$ cat config.mk
export PLATFORM = sky130hd
export DESIGN_NAME = spi_slave
export DESIGN_NICKNAME = d
export VERILOG_FILES = /design/src/rtl/spi_pkg.sv /design/src/rtl/spi_sync.sv /design/src/rtl/spi_slave.sv
export SDC_FILE = /design/constraint.sdc
export NUM_CORES = 1
export LEC_CHECK = 0
export BUFFER_PORTS_ARGS = -buffer_cell sky130_fd_sc_hd__buf_4
export CORE_MARGIN = 4
export CORE_UTILIZATION = 50
export CTS_BUF_LIST = sky130_fd_sc_hd__clkbuf_8
export DETAILED_ROUTE_END_ITERATION = 10
export PLACE_DENSITY = 0.71
export SLEW_MARGIN = 40
export SYNTH_ARGS = -nofsm -noshare
export SYNTH_HDL_FRONTEND = slang
export SYNTH_SLANG_ARGS = --single-unit
export TNS_END_PERCENT = 1
$ cat constraint.sdc
create_clock -name I_clk -period 3 [get_ports I_clk]
set_input_delay 0.75 -clock I_clk [delete_from_list [all_inputs] [get_ports I_clk]]
set_output_delay 0.75 -clock I_clk [all_outputs]
set_load 0.005 [all_outputs]
$ cat src/rtl/spi_pkg.sv
// spi_pkg: shared widths, synchronizer depth and idle transmit pattern
// for the SPI mode-0 slave and its helpers.
package spi_pkg;

  // Frame width in bits; the slave only supports byte frames.
  localparam int SPI_DATA_W      = 8;

  // Depth of each input synchronizer chain.
  localparam int SPI_SYNC_STAGES = 2;

  // Pattern shifted out when a byte starts with nothing buffered.
  localparam logic [SPI_DATA_W-1:0] SPI_IDLE_TX = 8'hFF;

  // Width of the in-frame bit counter (wraps naturally after a full byte).
  localparam int SPI_CNT_W = $clog2(SPI_DATA_W);

  typedef logic [SPI_DATA_W-1:0] spi_byte_t;

endpackage

$ cat src/rtl/spi_sync.sv
// spi_sync: multi-stage flop chain bringing one asynchronous bit into the
// clk domain. Reset value is a parameter so idle-high lines (chip select)
// come out of reset in their inactive state.
module spi_sync #(
  parameter int   STAGES  = 2,
  parameter logic RST_VAL = 1'b0
) (
  input  logic clk,
  input  logic rst_n,
  input  logic d,
  output logic q
);

  logic [STAGES-1:0] sync_reg;

  genvar gi;
  generate
    for (gi = 0; gi < STAGES; gi++) begin : g_stage
      if (gi == 0) begin : g_first
        // First stage samples the raw asynchronous input.
        always_ff @(posedge clk or negedge rst_n) begin
          if (!rst_n) sync_reg[gi] <= RST_VAL;
          else        sync_reg[gi] <= d;
        end
      end else begin : g_next
        // Later stages resolve metastability from the previous stage.
        always_ff @(posedge clk or negedge rst_n) begin
          if (!rst_n) sync_reg[gi] <= RST_VAL;
          else        sync_reg[gi] <= sync_reg[gi-1];
        end
      end
    end
  endgenerate

  assign q = sync_reg[STAGES-1];

endmodule

$ cat src/rtl/spi_slave.sv
// spi_slave: SPI mode-0 (CPOL=0, CPHA=0), MSB-first byte slave clocked by an
// oversampling system clock. SCK/CS/MOSI are synchronized, SCK edges are found
// against a registered copy, received bytes are presented with a one-cycle
// valid pulse, and a single-entry tx buffer feeds the MISO shift register at
// each byte start (CS fall, or the SCK fall that follows a completed byte).
module spi_slave
  import spi_pkg::*;
(
  input  logic                  I_clk,
  input  logic                  I_rst_n,
  input  logic                  I_spi_sck,
  input  logic                  I_spi_cs,
  input  logic                  I_spi_mosi,
  output logic                  O_spi_miso,
  input  logic [SPI_DATA_W-1:0] I_tx_data,
  input  logic                  I_tx_load,
  output logic                  O_tx_ready,
  output logic [SPI_DATA_W-1:0] O_rx_data,
  output logic                  O_rx_valid,
  output logic                  O_tx_underrun,
  output logic                  O_busy
);

  localparam int SETTLE_W = $clog2(SPI_SYNC_STAGES + 1);

  // Synchronized inputs and edge-detect history.
  logic                  sck_sync;
  logic                  cs_sync;
  logic                  mosi_sync;
  logic                  sck_prev_reg;
  logic                  cs_prev_reg;

  // Post-reset arming: bits are only accepted after CS has been seen high
  // with fully flushed synchronizers, so a transfer interrupted by reset is
  // never resumed half way through.
  logic [SETTLE_W-1:0]   settle_cnt_reg;
  logic                  armed_reg;

  // Receive path state.
  spi_byte_t             rx_shift_reg;
  spi_byte_t             rx_data_reg;
  logic [SPI_CNT_W-1:0]  bit_cnt_reg;
  logic                  rx_valid_reg;
  logic                  byte_done_reg;

  // Transmit path state.
  spi_byte_t             tx_shift_reg;
  spi_byte_t             tx_buf_reg;
  logic                  buf_full_reg;
  logic                  underrun_reg;

  // Decoded events for the current cycle.
  logic                  settled;
  logic                  active;
  logic                  sck_rise;
  logic                  sck_fall;
  logic                  cs_fall;
  logic                  byte_start;
  logic                  tx_shift_en;
  logic                  last_bit;
  logic                  load_ok;

  spi_sync #(.STAGES(SPI_SYNC_STAGES), .RST_VAL(1'b0)) u_sync_sck (
    .clk   (I_clk),
    .rst_n (I_rst_n),
    .d     (I_spi_sck),
    .q     (sck_sync)
  );

  spi_sync #(.STAGES(SPI_SYNC_STAGES), .RST_VAL(1'b1)) u_sync_cs (
    .clk   (I_clk),
    .rst_n (I_rst_n),
    .d     (I_spi_cs),
    .q     (cs_sync)
  );

  spi_sync #(.STAGES(SPI_SYNC_STAGES), .RST_VAL(1'b0)) u_sync_mosi (
    .clk   (I_clk),
    .rst_n (I_rst_n),
    .d     (I_spi_mosi),
    .q     (mosi_sync)
  );

  assign settled     = (settle_cnt_reg == SETTLE_W'(SPI_SYNC_STAGES));
  // A CS-high cycle is handled as "not active", so CS deassertion always
  // beats an SCK edge that is detected in the same cycle.
  assign active      = armed_reg & ~cs_sync;
  assign sck_rise    = active &  sck_sync & ~sck_prev_reg;
  assign sck_fall    = active & ~sck_sync &  sck_prev_reg;
  assign cs_fall     = armed_reg & cs_prev_reg & ~cs_sync;
  assign byte_start  = cs_fall | (sck_fall & byte_done_reg);
  assign tx_shift_en = sck_fall & ~byte_done_reg;
  assign last_bit    = (bit_cnt_reg == SPI_CNT_W'(SPI_DATA_W - 1));
  // A load coinciding with a byte start lands in the buffer just emptied.
  assign load_ok     = I_tx_load & (~buf_full_reg | byte_start);

  // Edge history, synchronizer flush counter and post-reset arming.
  always_ff @(posedge I_clk or negedge I_rst_n) begin
    if (!I_rst_n) begin
      sck_prev_reg   <= 1'b0;
      cs_prev_reg    <= 1'b1;
      settle_cnt_reg <= '0;
      armed_reg      <= 1'b0;
    end else begin
      sck_prev_reg <= sck_sync;
      cs_prev_reg  <= cs_sync;
      if (!settled) begin
        settle_cnt_reg <= settle_cnt_reg + SETTLE_W'(1);
      end
      if (settled && cs_sync) begin
        armed_reg <= 1'b1;
      end
    end
  end

  // Receive: shift MOSI on SCK rise, publish each completed byte.
  always_ff @(posedge I_clk or negedge I_rst_n) begin
    if (!I_rst_n) begin
      rx_shift_reg  <= '0;
      rx_data_reg   <= '0;
      bit_cnt_reg   <= '0;
      rx_valid_reg  <= 1'b0;
      byte_done_reg <= 1'b0;
    end else begin
      rx_valid_reg <= 1'b0;
      if (!active) begin
        // Deselected: drop any partial byte, keep the shift register.
        bit_cnt_reg   <= '0;
        byte_done_reg <= 1'b0;
      end else begin
        if (sck_rise) begin
          rx_shift_reg <= {rx_shift_reg[SPI_DATA_W-2:0], mosi_sync};
          bit_cnt_reg  <= bit_cnt_reg + SPI_CNT_W'(1);
          if (last_bit) begin
            rx_data_reg   <= {rx_shift_reg[SPI_DATA_W-2:0], mosi_sync};
            rx_valid_reg  <= 1'b1;
            byte_done_reg <= 1'b1;
          end
        end
        if (byte_start) begin
          byte_done_reg <= 1'b0;
        end
      end
    end
  end

  // Transmit shifter: reload at byte start, advance on mid-byte SCK fall.
  always_ff @(posedge I_clk or negedge I_rst_n) begin
    if (!I_rst_n) begin
      tx_shift_reg <= '0;
      underrun_reg <= 1'b0;
    end else begin
      underrun_reg <= 1'b0;
      if (byte_start) begin
        if (buf_full_reg) begin
          tx_shift_reg <= tx_buf_reg;
        end else begin
          tx_shift_reg <= SPI_IDLE_TX;
          underrun_reg <= 1'b1;
        end
      end else if (tx_shift_en) begin
        tx_shift_reg <= {tx_shift_reg[SPI_DATA_W-2:0], 1'b0};
      end
    end
  end

  // Single-entry tx buffer: filled by accepted loads, emptied at byte start.
  always_ff @(posedge I_clk or negedge I_rst_n) begin
    if (!I_rst_n) begin
      tx_buf_reg   <= '0;
      buf_full_reg <= 1'b0;
    end else begin
      if (load_ok) begin
        tx_buf_reg   <= I_tx_data;
        buf_full_reg <= 1'b1;
      end else if (byte_start) begin
        buf_full_reg <= 1'b0;
      end
    end
  end

  assign O_spi_miso    = active & tx_shift_reg[SPI_DATA_W-1];
  assign O_tx_ready    = ~buf_full_reg;
  assign O_rx_data     = rx_data_reg;
  assign O_rx_valid    = rx_valid_reg;
  assign O_tx_underrun = underrun_reg;
  assign O_busy        = ~cs_sync;

endmodule

==> results.rst <==
.. list-table::
   :header-rows: 1

   * - Metric
     - Value
   * - Required time at the endpoint of the critical path
     - approximately 2300 ps
   * - Layout cell share with drive strength beyond 1
     - 0.398
   * - Worst Setup Path Type
     - flop to output port
   * - Die outline area
     - ~0.005 mm2
   * - Setup repair after global routing missed its margin
     - no
   * - Per-cell via count in the routed design
     - roughly 5.2
   * - Clock slew at the register clock pins of the worst setup and hold paths
     - roughly 90 ps
   * - Design internal power
     - 1.13 mW
   * - Antenna Diode Count
     - 0
   * - Count of boundary I/O pins
     - 27
   * - Setup TNS
     - 0 ps
   * - Initial core utilization
     - 0.532
   * - DR DRC count
     - 0
   * - Slowest cell on crit path
     - sky130_fd_sc_hd__dfstp_2
   * - Worst slew margin
     - 0.606
   * - Crit path capture type
     - output port
   * - Clock insertion delay at the later pin of the skew report
     - around 300 ps
   * - Number of clock sinks seen by CTS
     - 49
   * - Fraction of power consumed by the clock network
     - 0.309
   * - Antenna-violating nets left
     - 0
   * - Sequential cell fraction of total power
     - 0.561
   * - Storage element area
     - about 0.0012 mm2
   * - Setup bufs post-CTS
     - 0
   * - Leading post-synthesis cells by instance count
     - sky130_fd_sc_hd__dfrtp_1, sky130_fd_sc_hd__mux2_2, sky130_fd_sc_hd__inv_1
   * - Overall die width
     - between 70 and 80 um
   * - Syn Area/Cell
     - between 10 and 15 um2
   * - Clk buf depth
     - 2
   * - Max-Cap Viols
     - 0
   * - Detailed placement HPWL
     - around 2400 um
   * - Clock buffer count from CTS
     - 5
   * - Syn Inst Count
     - 141
   * - Count of input and output buffers
     - 26
   * - Via count of the first global-routing pass
     - around 1.2k
   * - Count of warnings emitted by yosys
     - 0
   * - Die Span Y
     - around 71 um
   * - Type of element launching the critical path
     - flop
   * - Data arrival, critical path
     - 1300 ps
   * - Family with the most delay on the worst path
     - flip-flops
   * - Cell-by-cell listing of the critical path
     - nand2b_4 -> nor2_1 -> buf_4
   * - Static leakage
     - between 1 and 1.5 nW
   * - Biggest fanout along the worst timing path
     - 11
   * - Tmin final
     - 2050 ps
   * - Asr flop ratio synth
     - 1.00
   * - Maximum operating frequency
     - between 400 and 500 MHz
   * - Rows
     - 22
   * - Part of the cycle the worst path needs
     - 0.683
   * - Number of buffer and inverter instances along the worst setup path
     - 1
   * - Delay of the slowest cell on the worst path
     - 560 ps
   * - Area growth from synthesis to layout
     - 17.5%
   * - Overall via count from detail_route
     - between 1k and 1.5k
   * - Synthesized Nets
     - ~160
   * - Share of total power consumed by net switching
     - 0.240
   * - Mean routed wirelength per cell
     - about 15 um
   * - Maximum vdd ir drop
     - between 0.4 and 0.5 mV
   * - Number of fill cells
     - ~320
   * - Sequential area share after synthesis
     - 0.617
   * - Most instantiated library cell after synthesis
     - sky130_fd_sc_hd__dfrtp_1
   * - Number of H-tree branching levels
     - 2
   * - Core region area
     - 0.00374 mm2
   * - WHS
     - around 360 ps
   * - Clock skew
     - between 8 and 9 ps
   * - Overall global routing resource usage
     - 0.141
   * - Violation count after the first detailed-routing iteration
     - a little over 40
   * - Weighted congestion reported at the end of routability-driven placement
     - just under 0.8
   * - Clock tree from TritonCTS
     - done
   * - Post-synth EDFFs
     - 0
   * - Post-layout net count
     - 187
   * - Pwr dens
     - 633 mW/mm2
   * - Final-report hold violation count
     - 0
   * - Ranking of synthesized cells by area
     - sky130_fd_sc_hd__dfrtp_1, sky130_fd_sc_hd__mux2_2, sky130_fd_sc_hd__dfstp_2, sky130_fd_sc_hd__mux2i_1, sky130_fd_sc_hd__or3_1
   * - Tot Pwr
     - between 1 and 1.5 mW
   * - Initial antenna violation count
     - 0
   * - Library cell with the largest summed area after synthesis
     - sky130_fd_sc_hd__dfrtp_1
   * - Global-route wire length before repair
     - roughly 5600 um
   * - Predominant post-synthesis flop cell
     - sky130_fd_sc_hd__dfrtp_1
   * - Number of max-slew violations in the final report
     - 0
   * - Total grt overflow
     - 0
   * - Wire length reported by the detailed router
     - about 3300 um
   * - Pin count of the biggest net entering global routing
     - 50
   * - Detailed-router iteration count before antenna repair
     - 4
   * - Portion of synthesized cell area occupied by the leading cell type
     - 0.578
   * - Proportion of power drawn by combinational gates
     - 0.129
   * - Number of gates given a new drive strength after cts
     - 0
   * - Worst slew pin tran
     - just under 600 ps
   * - Worst hold path type
     - flop to flop
   * - Post-synth cell types
     - 33
   * - Net Switching
     - 356 uW
   * - Syn Std Cell Area
     - approximately 0.0020 mm2
   * - Quantity of hold-fixing buffers added after cts
     - 0
   * - Cell at the root of the clock tree
     - sky130_fd_sc_hd__clkbuf_8
   * - Number of setup violations in the final report
     - 0
   * - Area occupied by multi-input gates
     - 703 um2
   * - Status
     - completed
   * - Number of flip-flops and latches in the synthesized netlist
     - just under 50
[stage by stage]
stage | setup WS, ps | cell area (um2) | std cells | utilization
floorplan | 1360 | 1990 | 141 | -
global placement | 1250 | 2230 | 211 | 0.596
detailed placement | 1200 | 2230 | 211 | 0.596
CTS | 927 | 2340 | 219 | 0.625
global route | 870 | 2340 | 219 | 0.625
finish | 951 | 2340 | 219 | 0.625
[power groups by stage]
stage                     registers (mW)  logic, mW  clock network (mW)
after floorplan                    0.817      0.145                   0
after global placement             0.837      0.183                   0
after detailed placement           0.844      0.194                   0
after CTS                          0.831      0.195               0.467
after global routing               0.845      0.215               0.500
final                              0.832      0.192               0.458
[path summary, 6_finish.rpt]
kind,to,slack [ps],cells past startpoint,startpoint
max in group asynchronous,tx_buf_reg[6],2150,1,I_rst_n
setup reg to reg,tx_buf_reg[5],1260,3,byte_done_reg
hold reg to reg,u_sync_sck.q,360,0,u_sync_sck.sync_reg[0]
setup / recovery,O_spi_miso,950,3,u_sync_cs.q
hold / removal,u_sync_sck.q,360,0,u_sync_sck.sync_reg[0]
min in group asynchronous,tx_shift_reg[7],450,1,I_rst_n
[worst reg2reg max path: cells and delay by family, from the launching register on]
kind	cells	cell delay [ps]
compound gates	1	480
flops	1	520
mux	1	390
simple gates	1	240
[placed cells by master (no fill, tap or decap), types with 3 or more instances in the layout]
| cell | synthesis | layout |
|---|---|---|
| sky130_fd_sc_hd__mux2i_1 | 7 | 7 |
| sky130_fd_sc_hd__mux2_2 | 25 | 25 |
| sky130_fd_sc_hd__dfrtp_1 | 46 | 46 |
| sky130_fd_sc_hd__buf_4 | 1 | 26 |
| sky130_fd_sc_hd__inv_1 | 10 | 11 |
| sky130_fd_sc_hd__nor2_1 | 7 | 7 |
| sky130_fd_sc_hd__or3_1 | 7 | 7 |
| sky130_fd_sc_hd__ha_1 | 3 | 3 |
| sky130_fd_sc_hd__dfstp_2 | 3 | 3 |
| sky130_fd_sc_hd__o31ai_1 | 5 | 5 |
| sky130_fd_sc_hd__clkbuf_8 | 0 | 5 |
[metal layers]
metal	global-route usage	vias to the layer above	share of wire
li1	-	547	-
met1	0.194	574	0.46
met2	0.214	18	0.49
met3	0.0497	5	0.041
met4	0.0376	0	0.010
met5	0	-	0
[kinds of logic after synthesis]
| kind of cell | count (synthesis) | share of synthesized area |
|---|---|---|
| adder cells (fa/ha/maj) | 3 | 0.0188 |
| flip-flops | 49 | 0.617 |
| XOR/XNOR | 2 | 0.00879 |
| buffers and inverters | 15 | 0.0301 |
| AND/OR/NAND/NOR | 24 | 0.0735 |
| AO/OA/AOI/OAI | 16 | 0.0753 |
| multiplexers | 32 | 0.176 |
[layout make-up]
type | instances | area share
clock buffers | 5 | 0.0294
clock inverters | 3 | 0.0182
inverters | 11 | 0.0176
multi-input cells | 77 | 0.300
flip-flops and latches | 49 | 0.525
well taps | 48 | 0.0257
repair buffers | 26 | 0.0834
No activity file was read; power rests on OpenSTA's default activity.
